`src/rtl/regfile_mp.sv`:
```
// Multi-read-port register file with a one-entry-per-cycle clear sweep,
// per-register pending scoreboard and optional REGFILE_BYPASS_EN forwarding.
module regfile_mp #(
   parameter int WORD_SIZE   = 32,
   parameter int INDEX_WIDTH = 4,
   parameter int NUM_READ    = 2
) (
   input  logic                            clk,
   input  logic                            reset,
   input  logic                            clrReq,
   output logic                            rdy,
   input  logic                            wrtEn,
   input  logic [INDEX_WIDTH-1:0]          wrtRegno,
   input  logic [WORD_SIZE-1:0]            dataIn,
   input  logic                            rsvEn,
   input  logic [INDEX_WIDTH-1:0]          rsvRegno,
   input  logic [NUM_READ*INDEX_WIDTH-1:0] regno,
   output logic [NUM_READ*WORD_SIZE-1:0]   dataOut,
   output logic [NUM_READ-1:0]             busy
);

   localparam int NUM_REGS = 2 ** INDEX_WIDTH;

   typedef enum logic {
      CLEAR,
      READY
   } state_t;

   state_t                 state;
   state_t                 state_nxt;
   logic [INDEX_WIDTH-1:0] cnt;
   logic [WORD_SIZE-1:0]   mem [NUM_REGS];
   logic [NUM_REGS-1:0]    pend;

   assign rdy = (state == READY);

   // state register and sweep counter
   always_ff @(posedge clk or negedge reset) begin
      if (!reset) begin
         state <= CLEAR;
         cnt   <= '0;
      end else begin
         state <= state_nxt;
         if (state == CLEAR)
            cnt <= cnt + 1'b1;
         else
            cnt <= '0;
      end
   end

   // next state: leave CLEAR after the last entry, re-enter on clrReq
   always_comb begin
      state_nxt = state;
      unique case (state)
         CLEAR: if (cnt == '1) state_nxt = READY;
         READY: if (clrReq) state_nxt = CLEAR;
      endcase
   end

   // array: sweep zeros while clearing, accepted writes while ready
   always_ff @(posedge clk) begin
      if (state == CLEAR)
         mem[cnt] <= '0;
      else if (wrtEn)
         mem[wrtRegno] <= dataIn;
   end

   // pending scoreboard: write releases, reserve claims, clear wipes
   always_ff @(posedge clk or negedge reset) begin
      if (!reset) begin
         pend <= '0;
      end else if (state == CLEAR) begin
         pend <= '0;
      end else if (clrReq) begin
         pend <= '0;
      end else begin
         if (wrtEn)
            pend[wrtRegno] <= 1'b0;
         if (rsvEn)
            pend[rsvRegno] <= 1'b1;
      end
   end

   // read ports, forced to zero while the array is not valid
   always_comb begin
      logic [INDEX_WIDTH-1:0] idx;
      idx     = '0;
      dataOut = '0;
      busy    = '0;
      for (int k = 0; k < NUM_READ; k++) begin
         idx = regno[k*INDEX_WIDTH +: INDEX_WIDTH];
         if (rdy) begin
            dataOut[k*WORD_SIZE +: WORD_SIZE] = mem[idx];
            busy[k] = pend[idx];
`ifdef REGFILE_BYPASS_EN
            if (wrtEn && (idx == wrtRegno)) begin
               dataOut[k*WORD_SIZE +: WORD_SIZE] = dataIn;
               busy[k] = 1'b0;
            end
`else
`endif
         end
      end
   end

endmodule
```
`config.mk`:
```
export PLATFORM = sky130hd
export DESIGN_NAME = regfile_mp
export DESIGN_NICKNAME = d
export VERILOG_FILES = /design/src/rtl/regfile_mp.sv
export SDC_FILE = /design/constraint.sdc
export NUM_CORES = 1
export LEC_CHECK = 0
export ABC_AREA = 1
export BUFFER_PORTS_ARGS = -buffer_cell sky130_fd_sc_hd__buf_2
export CAP_MARGIN = 10
export CORE_UTILIZATION = 30
export CTS_CLUSTER_SIZE = 28
export DETAILED_ROUTE_END_ITERATION = 16
export GPL_TIMING_DRIVEN = 0
export MAX_ROUTING_LAYER = met4
export PLACE_DENSITY = 0.48
export SYNTH_ARGS = -nofsm -noshare
export SYNTH_HDL_FRONTEND = slang
export SYNTH_SLANG_ARGS = --single-unit
```
`constraint.sdc`:
```
create_clock -name clk -period 4.4 [get_ports clk]
set_input_delay 0.22 -clock clk [delete_from_list [all_inputs] [get_ports clk]]
set_output_delay 0.22 -clock clk [all_outputs]
set_load 0.05 [all_outputs]
```
==> reports/qor.yml, run 1 <==
crit_fanout: 10
busiest_layer: "met2"
use_met3: 0.05597
fin_crit_sh: 0.8818
max-vdd-ir-drop_v: 0.0003183
cts_hold_buffers: 3
met2_usage: 0.4334
hold_path_class: "primary input to register"
rows: 113
cp-startpoint: "rdy"
hold_viol_final: 0
drv_slew: 0
htreeDepth: 3
die_x_um: 311.7
antenna_found_initial: 5
path_clk_slew_ns: 0.05
holdPathStages: 3
critPathArrivalTime_ns: 3.66
fin_util: 0.3545
die_area_um2: 97180
r2r_end: "mem[15][18]"
required_ns: 4.18
cp-end-kind: "output pin"
clkLatencyLatePin_ns: 0.64
cts-buffers-inserted: 68
core_um2: 95010
place_area_um2: 31530
ioPinCount: 120
drv_cap: 0
tightest_slew_ns: 1.468
setup_viol: 0
grt_pass1_wl_mm: 192.4
via_per_inst: 5.350
rsz0062_at_grt: "false"
final_nets: 3817
min_from: "dataIn[29]"
final.min_clock_period_ns: 3.880
place_inst: 4952
r2r_slack_ns: 1.29
ys_seq_area_frac: 0.5525
die_height_um: 311.7
syn_avg_cell_area_um2: 8.109
num_vias: 27183
status: "finished, final reports clean"
drt_iter0_drc: 4156
cts_tree: "done"
synth_seq_cells: 533
post_cts_resized: 0
grt_max_degree: 22
place.gp.congestion: 0.9401
postCtsSetupBuffers: 0
drc: 0
syn_area_um2: 28780
grt-ovfl-total: 0
track_usage: 0.2909
p_per_area_nw_per_um2: 514.5
slew_headroom: 0.02141
met1_usage: 0.3729
syn_nets: 3603
postSynthCellCount: 3549
max_freq_ghz: 0.2577
drt_wl_total_mm: 139.8
holdPathEnd: "mem[2][29]"
grt_pass1_vias: 25221
cts-root-buf: "clkbuf_16"
critPathLaunchType: "register"
fin_skew_ns: 0.03416
ant_nets: 0
stdcell_count: 5081
synth-warning-count: 0
power.leakage_uw: 0.01525
reg2reg_from: "rdy"
numPortBuffers: 114
path_class: "register to output pin"
synth_cell_types: 22
cts_max_path_buffers: 3
initial_utilization: 0.3029
fin_area_um2: 33680
drive_gt1_frac: 0.1099
synthToLayoutAreaGrowth_pct: 17.04
dr.pass1.iters: 6
clock_sinks: 533
dpl.hpwl_mm: 93.45
rr_worst_depth: 9
wl_per_cell_um: 27.51
worst max-delay path by stage:
stage | endpoint | slack (ns) | cells after the start
2_1_floorplan | mem[11][0] | 1.21 | 7
3_3_place_gp | mem[8][15] | -1.83 | 8
5_1_grt | dataOut[29] | 0.64 | 5
4_1_cts | dataOut[21] | 0.75 | 5
6_report | dataOut[29] | 0.52 | 5
3_5_place_dp | mem[10][19] | 1.35 | 10
kinds of logic after synthesis:
kind of cell / Yosys count / share of synthesized area
flops: 533 / 0.5525
fa+ha+maj: 1 / 0.0004347
buf+inv: 820 / 0.1145
xor+xnor: 1 / 0.0003044
compound gates: 104 / 0.01878
simple gates: 2090 / 0.3135
critical path: stages, from the launching register on:
cell      delay (ns)
dfrtp_1         0.45
inv_1           0.38
buf_1           0.76
clkbuf_1        0.86
a21oi_1         0.27
buf_2           0.31
through the flow:
step / setup slack, ns / total power, uW / TNS, ns / hold WS, ns
6_report: 0.5199 / 17330 / 0 / 0.02304
5_1_grt: 0.6444 / 17850 / 0 / 0.02797
4_1_cts: 0.7464 / 17240 / 0 / 0.005228
3_5_place_dp: 1.351 / 11900 / 0 / 0.2134
3_3_place_gp: -1.834 / 11630 / -591.38 / 0.2102
2_1_floorplan: 1.211 / 9743 / 0 / -0.07559
placed cells by master, fill, tap and decap left out:
cell | synthesis | final
buf_2 | 165 | 279
or2_1 | 1 | 1
buf_8 | 0 | 4
buf_4 | 3 | 5
clkbuf_16 | 0 | 71
inv_6 | 0 | 2
a21oi_1 | 87 | 87
inv_2 | 4 | 4
diode_2 | 0 | 3
o21ai_0 | 3 | 3
or2_2 | 3 | 3
nor2_4 | 0 | 16
clkinv_2 | 0 | 7
buf_1 | 28 | 28
dfrtp_1 | 21 | 21
clkbuf_1 | 34 | 54
xor2_1 | 1 | 1
nand2_1 | 1070 | 1070
a31oi_1 | 10 | 10
ha_1 | 1 | 1
buf_12 | 0 | 16
buf_6 | 0 | 1
a32oi_1 | 1 | 1
clkinv_1 | 0 | 14
buf_16 | 0 | 4
edfxtp_1 | 512 | 512
o21ai_1 | 2 | 2
nand3_1 | 931 | 931
inv_1 | 586 | 586
nor2_1 | 83 | 67
o21ai_2 | 1 | 1
clkbuf_8 | 0 | 2
clkinv_8 | 0 | 2
nor3_1 | 2 | 2
dlygate4sd3_1 | 0 | 3
bufinv_16 | 0 | 2
layer usage:
| metal | vias up | share of wire |
|---|---|---|
| met2 | 1850 | 0.44 |
| li1 | 11908 | - |
| met5 | - | 0 |
| met4 | 0 | 0.058 |
| met3 | 424 | 0.11 |
| met1 | 13001 | 0.39 |
power by group:
group | switching [uW] | internal [uW]
sequential | 210 | 6810
clock | 2300 | 3100
combinational | 3810 | 1090
synth_stat cells:
library cell  instances  area (um^2)
or2_1                 1        6.260
o21ai_1               2        10.01
o21ai_0               3        15.01
a32oi_1               1        8.760
edfxtp_1            512        15370
buf_2               165        825.8
inv_1               586         2200
nand2_1            1070         4016
or2_2                 3        18.77
dfrtp_1              21        525.5
a31oi_1              10        62.56
ha_1                  1        12.51
xor2_1                1        8.760
buf_4                 3        22.52
a21oi_1              87        435.4
nor2_1               83        311.6
nor3_1                2        10.01
clkbuf_1             34        127.6
buf_1                28        105.1
nand3_1             931         4659
inv_2                 4        15.01
o21ai_2               1        8.760
flip-flops by register name, indices dropped and copies added (netlist names):
| name | flops |
|---|---|
| rdy | 1 |
| pend | 16 |
| mem | 512 |
| cnt | 4 |
cell type report:
class	instances	area, um^2
Tap cell	1265	1583
Sequential cell	533	15900
Clock buffer	93	1879
Buffer	230	1081
Antenna cell	3	7.507
Inverter	590	2215
Multi-Input combinational cell	2196	9704
Timing Repair Buffer	144	1117
Fill cell	9893	61330
Clock inverter	27	197.7
Power figures use the tool's default switching activity.
==> inputs of run 2 (changes only) <==
--- a/config.mk
+++ b/config.mk
@@ -8,12 +8,12 @@
 export ABC_AREA = 1
 export BUFFER_PORTS_ARGS = -buffer_cell sky130_fd_sc_hd__buf_2
 export CAP_MARGIN = 10
-export CORE_UTILIZATION = 30
+export CORE_UTILIZATION = 35
 export CTS_CLUSTER_SIZE = 28
 export DETAILED_ROUTE_END_ITERATION = 16
-export GPL_TIMING_DRIVEN = 0
+export GPL_TIMING_DRIVEN = 1
 export MAX_ROUTING_LAYER = met4
-export PLACE_DENSITY = 0.48
+export PLACE_DENSITY = 0.53
 export SYNTH_ARGS = -nofsm -noshare
 export SYNTH_HDL_FRONTEND = slang
 export SYNTH_SLANG_ARGS = --single-unit
==> run 2 against run 1 <==
- the run now ends with negative hold slack left
- clock power down 10%
- die area down 14%
- utilization grew 4.7 points
- total power decreased by 6.6%
- setup slack gained 0.68 ns
- critical endpoint is now mem[1][16]
- maximum frequency rose by 21%
- register-to-register slack worse by 0.09 ns
- critical path depth rose by 2
- wire length decreased by 30%
- largest cell class unchanged
- non-clock buffer count is 180 lower
==> reports/qor.yml, run 2 (same netlist as run 1, synthesis figures left out) <==
drive_gt1_frac: 0.08092
ioPinCount: 120
required_ns: 4.72
dpl_worst_slack_ns: 1.153
clkLatencyLatePin_ns: 0.63
stdcell_count: 4683
fill_cells: 8233
drc: 0
seq_power_share: 0.435
num_vias: 24513
cts-buffers-inserted: 59
place.gp.congestion: 0.8373
fin_tns_setup_ns: 0
core_um2: 80940
critPathLaunchType: "register"
multiInputGateArea_um2: 9707
htreeDepth: 2
grt_max_degree: 147
drt_wl_total_mm: 97.43
dpl.hpwl_mm: 54.35
path_class: "register to register"
antenna_found_initial: 1
track_usage: 0.2390
place_area_um2: 30500
p_sw_frac: 0.3465
pwr-share-comb: 0.265
cts-root-buf: "clkbuf_16"
fin_ws_ns: 1.201
power.leakage_uw: 0.01462
die_x_um: 288.8
wl_per_cell_um: 20.81
die_height_um: 288.8
initial_utilization: 0.3556
setup_viol: 0
critPathArrivalTime_ns: 3.52
regArea_um2: 15900
crit_fanout: 20
max_freq_ghz: 0.3126
postCtsSetupBuffers: 0
place_inst: 4563
cts_tree: "done"
cts_max_path_buffers: 3
layout_common_cells: "nand2_1, nand3_1, inv_1"
via_per_inst: 5.234
synthToLayoutAreaGrowth_pct: 12.79
reg_top3: "mem: 512 flops, pend: 16 flops, cnt: 4 flops"
tightest_slew_ns: 1.225
internal_power_uw: 10580
cp-end-kind: "register"
whs_ns: -0.009049
rows: 104
path_clk_slew_ns: 0.06
slew_headroom: 0.1803
hold_viol_final: 3
drv_slew: 0
drt_iter0_drc: 2122
fin_area_um2: 32460
p_per_area_nw_per_um2: 498.9
max-vdd-ir-drop_v: 0.0002813
p_switching_uw: 5610
post_cts_resized: 0
fin_util: 0.4010
fin_crit_sh: 0.7270
hold_path_class: "primary input to register"
clock_sinks: 533
clkPwrFrac: 0.300
fin_skew_ns: 0.02405
drv_cap: 0
grt-ovfl-total: 0
final.min_clock_period_ns: 3.199
final_nets: 3628
largest_reg_flops: 512
dr.pass1.iters: 8
layout_commonest_cell: "nand2_1"
ant_nets: 0
status: "complete, but fails checks"
numPortBuffers: 119
grt_pass1_wl_mm: 145.8
largest-register: "mem"
rsz0062_at_grt: "false"
violations: "negative hold slack"
die_area_um2: 83380
grt_pass1_vias: 22696
==> run 2: worst paths after layout <==
check,from,end,slack (ns),depth (start not counted)
max,rdy,mem[1][16],1.20,7
min,dataIn[7],mem[0][7],-0.009,3
min reg2reg,cnt[0],cnt[0],0.55,1
max reg2reg,rdy,mem[1][16],1.20,7
min in group asynchronous,reset,pend[7],0.09,2
max in group asynchronous,reset,pend[14],3.96,2
==> run 2: layout make-up <==
cell class	instances	share of cell area
clock inverters	33	0.008943
inverters	590	0.06915
diodes	2	0.0001542
repair buffers	194	0.04402
clock buffers	75	0.04799
well taps	1060	0.04086
flip-flops and latches	533	0.4898
multi-input cells	2196	0.2990
==> run 2: power groups by stage <==
stage	clock network (uW)	logic, uW	registers, uW
after floorplan	0	2620	7120
after global placement	0	4280	7150
after detailed placement	0	4290	7150
after CTS	4940	4310	7050
after global routing	5110	4690	7130
final	4850	4300	7050
==> run 2: layer usage <==
layer | vias up | track usage | part of all wire
li1 | 11530 | - | -
met1 | 11760 | 0.3279 | 0.44
met2 | 1052 | 0.3681 | 0.46
met3 | 171 | 0.03231 | 0.072
met4 | 0 | 0.06895 | 0.027
met5 | - | - | 0
==> run 2: repair_timing <==
item / 4_1_cts / 5_1_grt
endpoints found under the setup margin: 0 / 0
hold buffers: 7 / 0
hold endpoints to repair: 34 / 0
==> run 2: worst max-delay path, stage by stage, from the launching register on <==
cell and delay (ns):
dfrtp_1 0.47, nand2_2 0.49, buf_4 0.42, o21ai_1 0.20
inv_1 0.15, nand3_1 0.18, nor2_4 0.67, buf_12 0.25
==> run 2: metrics by stage <==
stage,power [uW],hold WS (ns)
6_report,16190,-0.009049
4_1_cts,16310,0.001262
5_1_grt,16930,0.004544
3_3_place_gp,11430,0.2160
2_1_floorplan,9743,-0.07559
3_5_place_dp,11440,0.2206
